## src/rtl/fsm_tbl_pkg.sv

```systemverilog
// Shared definitions for the table-driven FSM engine: control-state
// encodings, default widths and the power-on transition table.
package fsm_tbl_pkg;

  localparam int unsigned ST_W_DEF  = 3;
  localparam int unsigned OUT_W_DEF = 3;
  localparam int unsigned DEF_DEPTH = 16;

  typedef enum logic [1:0] {
    CTRL_IDLE = 2'b00,
    CTRL_RUN  = 2'b01,
    CTRL_HALT = 2'b10
  } ctrl_e;

  // Entry format {next_state[5:3], out[2:0]}, indexed by {a, state}.
  localparam logic [5:0] DEF_TABLE [DEF_DEPTH] = '{
    6'd8,  6'd17, 6'd29, 6'd37, 6'd12, 6'd8,  6'd8,  6'd8,
    6'd8,  6'd8,  6'd45, 6'd14, 6'd20, 6'd29, 6'd8,  6'd8
  };

  // Default entry for any index; entries past the built-in table load as zero.
  function automatic logic [5:0] def_entry(input int unsigned idx);
    logic [3:0] w_idx;
    w_idx = idx[3:0];
    if (idx < DEF_DEPTH) return DEF_TABLE[w_idx];
    return '0;
  endfunction

endpackage

```

## src/rtl/fsm_table_ctrl_if.sv

```systemverilog
// Table write port (valid/ready) of fsm_table_ctrl.
// master drives a write request; slave (the engine) returns wr_ready.
interface fsm_table_ctrl_if
  import fsm_tbl_pkg::*;
#(
  parameter int unsigned ST_W  = ST_W_DEF,
  parameter int unsigned OUT_W = OUT_W_DEF
);
  logic                  wr_valid;
  logic                  wr_ready;
  logic [ST_W:0]         wr_addr;
  logic [ST_W+OUT_W-1:0] wr_data;

  modport master (output wr_valid, output wr_addr, output wr_data, input wr_ready);
  modport slave  (input wr_valid, input wr_addr, input wr_data, output wr_ready);
endinterface

```

## src/rtl/fsm_tbl_mem.sv

```systemverilog
// Transition table storage: register array that reloads the default table
// on reset, one synchronous write port and one combinational read port.
module fsm_tbl_mem
  import fsm_tbl_pkg::*;
#(
  parameter int unsigned ST_W  = ST_W_DEF,
  parameter int unsigned OUT_W = OUT_W_DEF
) (
  input  logic                  clk,
  input  logic                  rst_n,
  input  logic                  i_we,
  input  logic [ST_W:0]         i_waddr,
  input  logic [ST_W+OUT_W-1:0] i_wdata,
  input  logic [ST_W:0]         i_raddr,
  output logic [ST_W+OUT_W-1:0] o_rdata
);
  localparam int unsigned DEPTH = 2 ** (ST_W + 1);
  localparam int unsigned W     = ST_W + OUT_W;

  logic [W-1:0] r_mem [DEPTH];

  // Table contents: default load on reset, single write per clock otherwise.
  always_ff @(posedge clk or negedge rst_n) begin
    if (!rst_n) begin
      for (int unsigned i = 0; i < DEPTH; i++) begin
        r_mem[i] <= W'(def_entry(i));
      end
    end else if (i_we) begin
      r_mem[i_waddr] <= i_wdata;
    end
  end

  assign o_rdata = r_mem[i_raddr];

endmodule

```

## src/rtl/fsm_table_ctrl.sv

```systemverilog
// Table-driven Moore FSM engine with run controller (IDLE/RUN/HALT).
// The table is written over the wr interface while not running; in RUN the
// engine steps once per clock, optionally bounded by a run_len budget.
// Optional: define FSM_TABLE_CMP_EN to add ref_s/cmp_clr inputs and a sticky
// mismatch output comparing s against a reference during RUN.
module fsm_table_ctrl
  import fsm_tbl_pkg::*;
#(
  parameter int unsigned CNT_W = 8,
  parameter int unsigned ST_W  = ST_W_DEF,
  parameter int unsigned OUT_W = OUT_W_DEF
) (
  input  logic             clk,
  input  logic             reset,
  input  logic             a,
  input  logic             start,
  input  logic             stop,
  input  logic             clear,
  input  logic [CNT_W-1:0] run_len,
  fsm_table_ctrl_if.slave  wr,
  output logic [OUT_W-1:0] s,
  output logic             busy,
  output logic             done,
  output logic [CNT_W-1:0] cyc_cnt
`ifdef FSM_TABLE_CMP_EN
  ,
  input  logic [OUT_W-1:0] ref_s,
  input  logic             cmp_clr,
  output logic             mismatch
`endif
);
  localparam int unsigned      W       = ST_W + OUT_W;
  localparam logic [CNT_W-1:0] CNT_ONE = CNT_W'(1);

  ctrl_e            r_ctrl, w_ctrl_nxt;
  logic [ST_W-1:0]  r_state, w_state_nxt;
  logic [CNT_W-1:0] r_cnt, w_cnt_nxt;
  logic [CNT_W-1:0] r_len, w_len_nxt;
  logic             r_done, w_done_nxt;

  logic [W-1:0]     w_entry;
  logic [ST_W-1:0]  w_next_st;
  logic [OUT_W-1:0] w_out;
  logic             w_wr_ready;
  logic             w_we;
  logic             w_exhaust;
  logic             w_active;

  assign w_wr_ready  = (r_ctrl == CTRL_IDLE) || (r_ctrl == CTRL_HALT);
  assign w_we        = wr.wr_valid && w_wr_ready;
  assign wr.wr_ready = w_wr_ready;

  fsm_tbl_mem #(
    .ST_W  (ST_W),
    .OUT_W (OUT_W)
  ) u_mem (
    .clk     (clk),
    .rst_n   (reset),
    .i_we    (w_we),
    .i_waddr (wr.wr_addr),
    .i_wdata (wr.wr_data),
    .i_raddr ({a, r_state}),
    .o_rdata (w_entry)
  );

  assign w_next_st = w_entry[W-1:OUT_W];
  assign w_out     = w_entry[OUT_W-1:0];
  assign w_exhaust = (r_len != '0) && (r_cnt == r_len - CNT_ONE);
  assign w_active  = (r_ctrl == CTRL_RUN) || (r_ctrl == CTRL_HALT);

  // Control, engine state, step counter, budget and done pulse registers.
  always_ff @(posedge clk or negedge reset) begin
    if (!reset) begin
      r_ctrl  <= CTRL_IDLE;
      r_state <= '0;
      r_cnt   <= '0;
      r_len   <= '0;
      r_done  <= 1'b0;
    end else begin
      r_ctrl  <= w_ctrl_nxt;
      r_state <= w_state_nxt;
      r_cnt   <= w_cnt_nxt;
      r_len   <= w_len_nxt;
      r_done  <= w_done_nxt;
    end
  end

  // Next-state logic: clear beats stop beats start; the budget-exhausting
  // step is still taken but the counter holds at run_len-1.
  always_comb begin
    w_ctrl_nxt  = r_ctrl;
    w_state_nxt = r_state;
    w_cnt_nxt   = r_cnt;
    w_len_nxt   = r_len;
    w_done_nxt  = 1'b0;
    if (clear) begin
      w_ctrl_nxt  = CTRL_IDLE;
      w_state_nxt = '0;
      w_cnt_nxt   = '0;
    end else begin
      case (r_ctrl)
        CTRL_IDLE, CTRL_HALT: begin
          if (start && !stop) begin
            w_ctrl_nxt = CTRL_RUN;
            w_cnt_nxt  = '0;
            w_len_nxt  = run_len;
          end
        end
        CTRL_RUN: begin
          if (stop) begin
            w_ctrl_nxt = CTRL_HALT;
          end else begin
            w_state_nxt = w_next_st;
            if (w_exhaust) begin
              w_ctrl_nxt = CTRL_HALT;
              w_done_nxt = 1'b1;
            end else begin
              w_cnt_nxt = r_cnt + CNT_ONE;
            end
          end
        end
        default: w_ctrl_nxt = CTRL_IDLE;
      endcase
    end
  end

  assign s       = w_active ? w_out : '0;
  assign busy    = (r_ctrl == CTRL_RUN);
  assign done    = r_done;
  assign cyc_cnt = r_cnt;

`ifdef FSM_TABLE_CMP_EN
  logic r_mismatch;

  // Sticky compare flag: any RUN cycle with s != ref_s sets it until cmp_clr.
  always_ff @(posedge clk or negedge reset) begin
    if (!reset) begin
      r_mismatch <= 1'b0;
    end else if (cmp_clr) begin
      r_mismatch <= 1'b0;
    end else if ((r_ctrl == CTRL_RUN) && (s != ref_s)) begin
      r_mismatch <= 1'b1;
    end
  end

  assign mismatch = r_mismatch;
`endif

endmodule

```

## src/flat_wrapper.sv

```systemverilog
// flat-port wrapper written by rule: the top's interface ports become plain ports
module fsm_table_ctrl_flat import fsm_tbl_pkg::*;
#(
  parameter int unsigned CNT_W = 8,
  parameter int unsigned ST_W  = ST_W_DEF,
  parameter int unsigned OUT_W = OUT_W_DEF
)
  (clk, reset, a, start, stop, clear, run_len, s, busy, done, cyc_cnt, wr_wr_valid, wr_wr_addr, wr_wr_data, wr_wr_ready);
  fsm_table_ctrl_if #(.ST_W(ST_W), .OUT_W(OUT_W)) wr_i ();
  input  logic clk;
  input  logic reset;
  input  logic a;
  input  logic start;
  input  logic stop;
  input  logic clear;
  input  logic [CNT_W-1:0] run_len;
  output logic [OUT_W-1:0] s;
  output logic busy;
  output logic done;
  output logic [CNT_W-1:0] cyc_cnt;
  input wire logic [$bits(wr_i.wr_valid)-1:0] wr_wr_valid;
  input wire logic [$bits(wr_i.wr_addr)-1:0] wr_wr_addr;
  input wire logic [$bits(wr_i.wr_data)-1:0] wr_wr_data;
  output wire logic [$bits(wr_i.wr_ready)-1:0] wr_wr_ready;
  assign wr_i.wr_valid = wr_wr_valid;
  assign wr_i.wr_addr = wr_wr_addr;
  assign wr_i.wr_data = wr_wr_data;
  assign wr_wr_ready = wr_i.wr_ready;
  fsm_table_ctrl #(.CNT_W(CNT_W), .ST_W(ST_W), .OUT_W(OUT_W)) u_core (.clk(clk), .reset(reset), .a(a), .start(start), .stop(stop), .clear(clear), .run_len(run_len), .wr(wr_i), .s(s), .busy(busy), .done(done), .cyc_cnt(cyc_cnt));
endmodule
```

## config.mk

```make
export PLATFORM = sky130hd
export DESIGN_NAME = fsm_table_ctrl_flat
export DESIGN_NICKNAME = d
export VERILOG_FILES = /design/src/rtl/fsm_tbl_pkg.sv /design/src/rtl/fsm_table_ctrl_if.sv /design/src/rtl/fsm_tbl_mem.sv /design/src/rtl/fsm_table_ctrl.sv /design/src/flat_wrapper.sv
export SDC_FILE = /design/constraint.sdc
export NUM_CORES = 1
export LEC_CHECK = 0
export CORE_AREA = 2 2 101 94
export DETAILED_ROUTE_END_ITERATION = 8
export DIE_AREA = 0 0 103 96
export DONT_BUFFER_PORTS = 1
export GPL_ROUTABILITY_DRIVEN = 0
export PLACE_DENSITY_LB_ADDON = 0.05
export SETUP_SLACK_MARGIN = 0.02
export SLEW_MARGIN = 20
export SYNTH_ARGS = -nofsm -noshare
export SYNTH_HDL_FRONTEND = slang
export SYNTH_HIERARCHICAL = 1
export SYNTH_SLANG_ARGS = --single-unit
```

## constraint.sdc

```tcl
create_clock -name clk -period 5.5 [get_ports clk]
set_input_delay 0.825 -clock clk [delete_from_list [all_inputs] [get_ports clk]]
set_output_delay 0.825 -clock clk [all_outputs]
set_load 0.005 [all_outputs]
```

**Yosys cells after proc, flatten, opt, wreduce, memory -nomap -nowiden**

Index checks and enable logic that the tools add are counted.

- Logic and storage cells: 77
- Register bits: 118
- Input port bits: 25

- Magnitude comparators: 3
- Reductions and logical operators: 16
- $add $sub $neg: 2
- Equal/unequal tests: 8
- Multiplexer cells: 24
- Bitwise logic cells: 3

Operators with widths:

| operator | count |
|---|---|
| bitwise mux 96 bit | 1 |
| two-way mux 8 bit | 4 |
| binary-select mux 6 bit (select 4 bit) | 1 |
| demux 6 bit (select 4 bit) | 1 |
| two-way mux 6 bit | 3 |
| one-hot mux 8 bit (2 select lines) | 1 |
| two-way mux 3 bit | 4 |
| >= comparator 5 bit (second input constant) | 2 |
| NOT 4 -> 5 bit | 2 |
| adder 8 x 1 -> 8 bit (second input constant) | 1 |
| equality test 8 bit | 1 |
| two-way mux 2 bit | 4 |
| nonzero test 8 bit | 1 |
| subtractor 8 x 1 -> 8 bit (second input constant) | 1 |
| != test 3 bit (second input constant) | 2 |
| less-than comparator 5 x 1 -> 1 bit (second input constant) | 1 |
| logical AND 1 bit | 4 |
| two-way mux 1 bit | 4 |
| != test 4 x 3 -> 1 bit (second input constant) | 1 |
| one-hot mux 2 bit (2 select lines) | 1 |
| AND reduction 2 bit | 2 |
| AND reduction 4 bit | 1 |
| != test 3 x 2 -> 1 bit (second input constant) | 1 |
| AND reduction 3 bit | 1 |
| other kinds (10) | 11 |

**Logic depth before layout (Yosys ltp)**

- Depth after elaboration: 7
- Gate-level depth with buffers: 9
- Mapped depth without buffers: 8

**Hierarchy**

The synthesis kept the hierarchy.

By module, submodules not included:

| module | times used | area an instance (um2) | cells an instance |
|---|---|---|---|
| fsm_tbl_mem | 1 | 4,424.2 | 280 |
| fsm_table_ctrl | 1 | 1,430.1 | 152 |

**Worst setup path after synthesis**

OpenSTA, ideal clock, no wires.

- Kind: register -> output
- From: register u_core.r_state[0]
- To: output port s[0]
- Stages on the path, launching flop included: 7
- Buffers on the path: 2
- Slack: 2,976 ps
- Data arrival time: 1,699 ps
- Cells stage by stage: dfrtp_1 buf_2 buf_2 mux4_2 a22oi_1 nand2_1 and2_1

- Cells in the longest elaborated chain, start to end: 5

RTL lines:

| element | line | RTL |
|---|---|---|
| from (decl) | fsm_table_ctrl.sv:36 | `logic [ST_W-1:0] r_state, w_state_nxt;` |
| from (signal assigned) | fsm_table_ctrl.sv:81 | `r_state <= w_state_nxt;` |
| NOT 4 -> 5 bit (not written as such) | fsm_tbl_mem.sv:33 | `assign o_rdata = r_mem[i_raddr];` |
| binary-select mux 6 bit (select 4 bit) | fsm_tbl_mem.sv:33 |  |
| two-way mux 6 bit (not written as such) (2 in series) | fsm_tbl_mem.sv:33 |  |
| via u_core.w_entry[0] | fsm_table_ctrl.sv:41 | `logic [W-1:0] w_entry;` |
| two-way mux 3 bit | fsm_table_ctrl.sv:127 | `assign s = w_active ? w_out : '0;` |
| to (decl) | flat_wrapper.sv:17 | `output logic [OUT_W-1:0] s;` |

The timed path passes the listed nets, and every way through them passes these cells. The select of a mux whose other input is x is not followed.

**Worst setup path after layout**

Same ends and word-level chain as after synthesis.

==> impl_metrics.json <==
{
  "synth_area_mm2": 0.005854,
  "critical_path_arrival_ps": 2840,
  "synth_ff_type": "dfrtp_1",
  "ys_types": 44,
  "final_layout_size_suffix_gt1_share_pct": 45.37,
  "hold_viol": 0,
  "setup_tns_ps": 0,
  "finalNetCount": 462,
  "die_w_um": 103,
  "cts_setup_buffers": 0,
  "synth-simple-area-share_pct": 9.062,
  "syn-num-nets": 464,
  "core_mm2": 0.008836,
  "crit_buf_inv": 1,
  "setup_viol": 0,
  "ys_async_sr_fraction_pct": 100.0,
  "grtUsageTotal_pct": 28.17,
  "muxShareOfSynthArea_pct": 29.92,
  "cp_slowest_cell": "dfrtp_1",
  "worstSkewPairLatency_ps": 540,
  "fmax_mhz": 273.1,
  "cpLargestDelayFamily": "flip-flops",
  "cts_tree": "built",
  "final.setup_skew_ps": 14.85,
  "clock-sinks": 118,
  "syn2layout_area_growth_pct": 12.61,
  "slew_headroom_pct": 25.25,
  "yosys.area_share.xor_xnor_pct": 1.197,
  "clk_pin_slew_ps": 60,
  "grt_pass1_vias": 3590,
  "antenna_found_initial": 0,
  "yosysWarnings": 6,
  "rsz0062_at_grt": "no",
  "vias": 3650,
  "dr.pass1.iters": 4,
  "worst-setup-path-type": "register to primary output",
  "grt_max_degree": 87,
  "syn_avg_cell_area_um2": 13.55,
  "cts_inserted_buffers": 17,
  "diodes": 0,
  "port_buffers": 0,
  "avgRoutedWirePerCell_um": 22.68,
  "clk_path_buf_depth": 2,
  "crit_required_ps": 4680,
  "drv_cap": 0,
  "p_leak_uw": 0.002687,
  "tightest_slew_ps": 1121,
  "ir_worst_vdd_uv": 326.4,
  "cts_max_level": 4,
  "seq_area_frac_synth_pct": 51.12,
  "critPathMaxFanout": 14,
  "synth_enable_flop_cells": 0,
  "yosys-top-cells-area": "dfrtp_1 37%, mux2_2 20%, dfstp_2 14%",
  "syn_inst": 432,
  "cp-start-kind": "register",
  "start_util_pct": 66.26,
  "grt_first_pass_wirelength_um": 20010,
  "slew_violations": 0,
  "status": "finished, final reports clean",
  "synthAdderAreaFrac_pct": 1.496,
  "hp-class": "input pin to async pin",
  "wirelength_um": 12810,
  "root_buffer": "clkbuf_8",
  "most-common-layout-cells": "104 x mux2_2, 86 x dfrtp_1, 32 x dfstp_2",
  "yosysTopAreaCell": "dfrtp_1",
  "place_hpwl_um": 8025,
  "period_share_pct": 66.56,
  "min_period_ps": 3661,
  "die-area_mm2": 0.009888,
  "drc_errors": 0,
  "final_common_cell": "mux2_2",
  "max_stage_delay_ps": 770,
  "grt.busiest_layer": "met2",
  "fp-row-count": 33,
  "synth_top_area_share_pct": 36.76,
  "use_met2_pct": 42.75,
  "synth_top_family_by_area": "multiplexers",
  "end_kind": "primary output",
  "gr-total-overflow": 0,
  "fin_hold_ws_ps": 131.5,
  "io_pins": 39,
  "synth_compound_area_share_pct": 5.044,
  "ant_nets": 0,
  "powerDensity_mw_per_mm2": 448.8,
  "routed_via_density": 6.460,
  "ys_seq_elements": 118,
  "drt_iter0_drc": 226,
  "fp.dieH_um": 96,
  "use_met1_pct": 39.91,
  "grtUsageMet3_pct": 6.536,
  "path_cells": "buf_4 > mux4_2 > a22oi_1 > nand2_1 > and2_1"
}
## power breakdown
part	total (µW)	internal, µW	switching (µW)
Combinational	481	298	183
Sequential	1280	1140	142
Clock	1200	794	402
Total	2960	2230	727
## cells in the mapped netlist (8+ instances only)
library cell,number
inv_1,8
clkbuf_1,16
dfrtp_1,86
mux4_2,24
nand2b_1,9
dfstp_2,32
nor2_1,16
nor3_1,11
nand2_1,22
mux2_2,104
a22oi_1,15
nand3_1,8
## what timing repair did
action,4_1_cts,5_1_grt
gates resized for setup,0,0
endpoints found under the hold margin,86,0
hold buffers,1,0
## state kept, by name, indices dropped and copies added, names as in the netlist
signal / cells
u_core/done: 1
u_core/r_ctrl: 2
u_core/u_mem/r_mem: 96
u_core/r_state: 3
u_core/r_len: 8
u_core/cyc_cnt: 8
## area by class of cell
class / instances / area (µm²)
clock buffers: 20 / 435.4
inverters: 8 / 30.03
fillers: 579 / 2243
well taps: 122 / 152.6
clock inverters: 12 / 203.9
repair buffers: 3 / 42.54
flip-flops and latches: 118 / 2993
multi-input cells: 282 / 2735
## routing by layer
layer  up-vias  part of all wire (%)  wire [µm]
li1       1614                     -          -
met1      1899                    46       5866
met2       117                    47       6078
met3        20                   5.1        658
met4         0                   1.6        209
met5         -                     0          0
## logic make-up (layout without fill, tap and decap cells)
group,Yosys count,after routing
AND/OR/NAND/NOR,96,96
flip-flops,118,118
adder cells (fa/ha/maj),7,7
AO/OA/AOI/OAI,39,39
multiplexers,132,132
buffers and inverters,32,43
XOR/XNOR,8,8
## final timing paths
| kind | from | depth (start not counted) | slack, ps | end |
|---|---|---|---|---|
| max | u_core/r_state[0] | 5 | 1840 | s[0] |
| min | reset | 0 | 130 | u_core/u_mem/r_mem[68] |
| max reg2reg | u_core/r_ctrl[0] | 7 | 2720 | u_core/u_mem/r_mem[34] |
| min reg2reg | u_core/u_mem/r_mem[5] | 1 | 500 | u_core/u_mem/r_mem[5] |
| max in group asynchronous | reset | 1 | 4930 | u_core/r_state[0] |
| min in group clk | clear | 1 | 360 | u_core/r_state[2] |
## per-stage QoR
stage | worst slack, ps | cell area [µm²] | cells | total power [µW] | util [%]
finish | 1839 | 6593 | 565 | 2959 | 74.61
floorplan | 2976 | 5854 | 432 | 1640 | -
global placement | 2407 | 5926 | 532 | 1725 | 67.06
global route | 1651 | 6593 | 565 | 3083 | 74.61
CTS | 1795 | 6593 | 565 | 2974 | 74.61
detailed placement | 2354 | 5926 | 532 | 1751 | 67.06
Note: power is estimated with default switching activity, not from simulation.
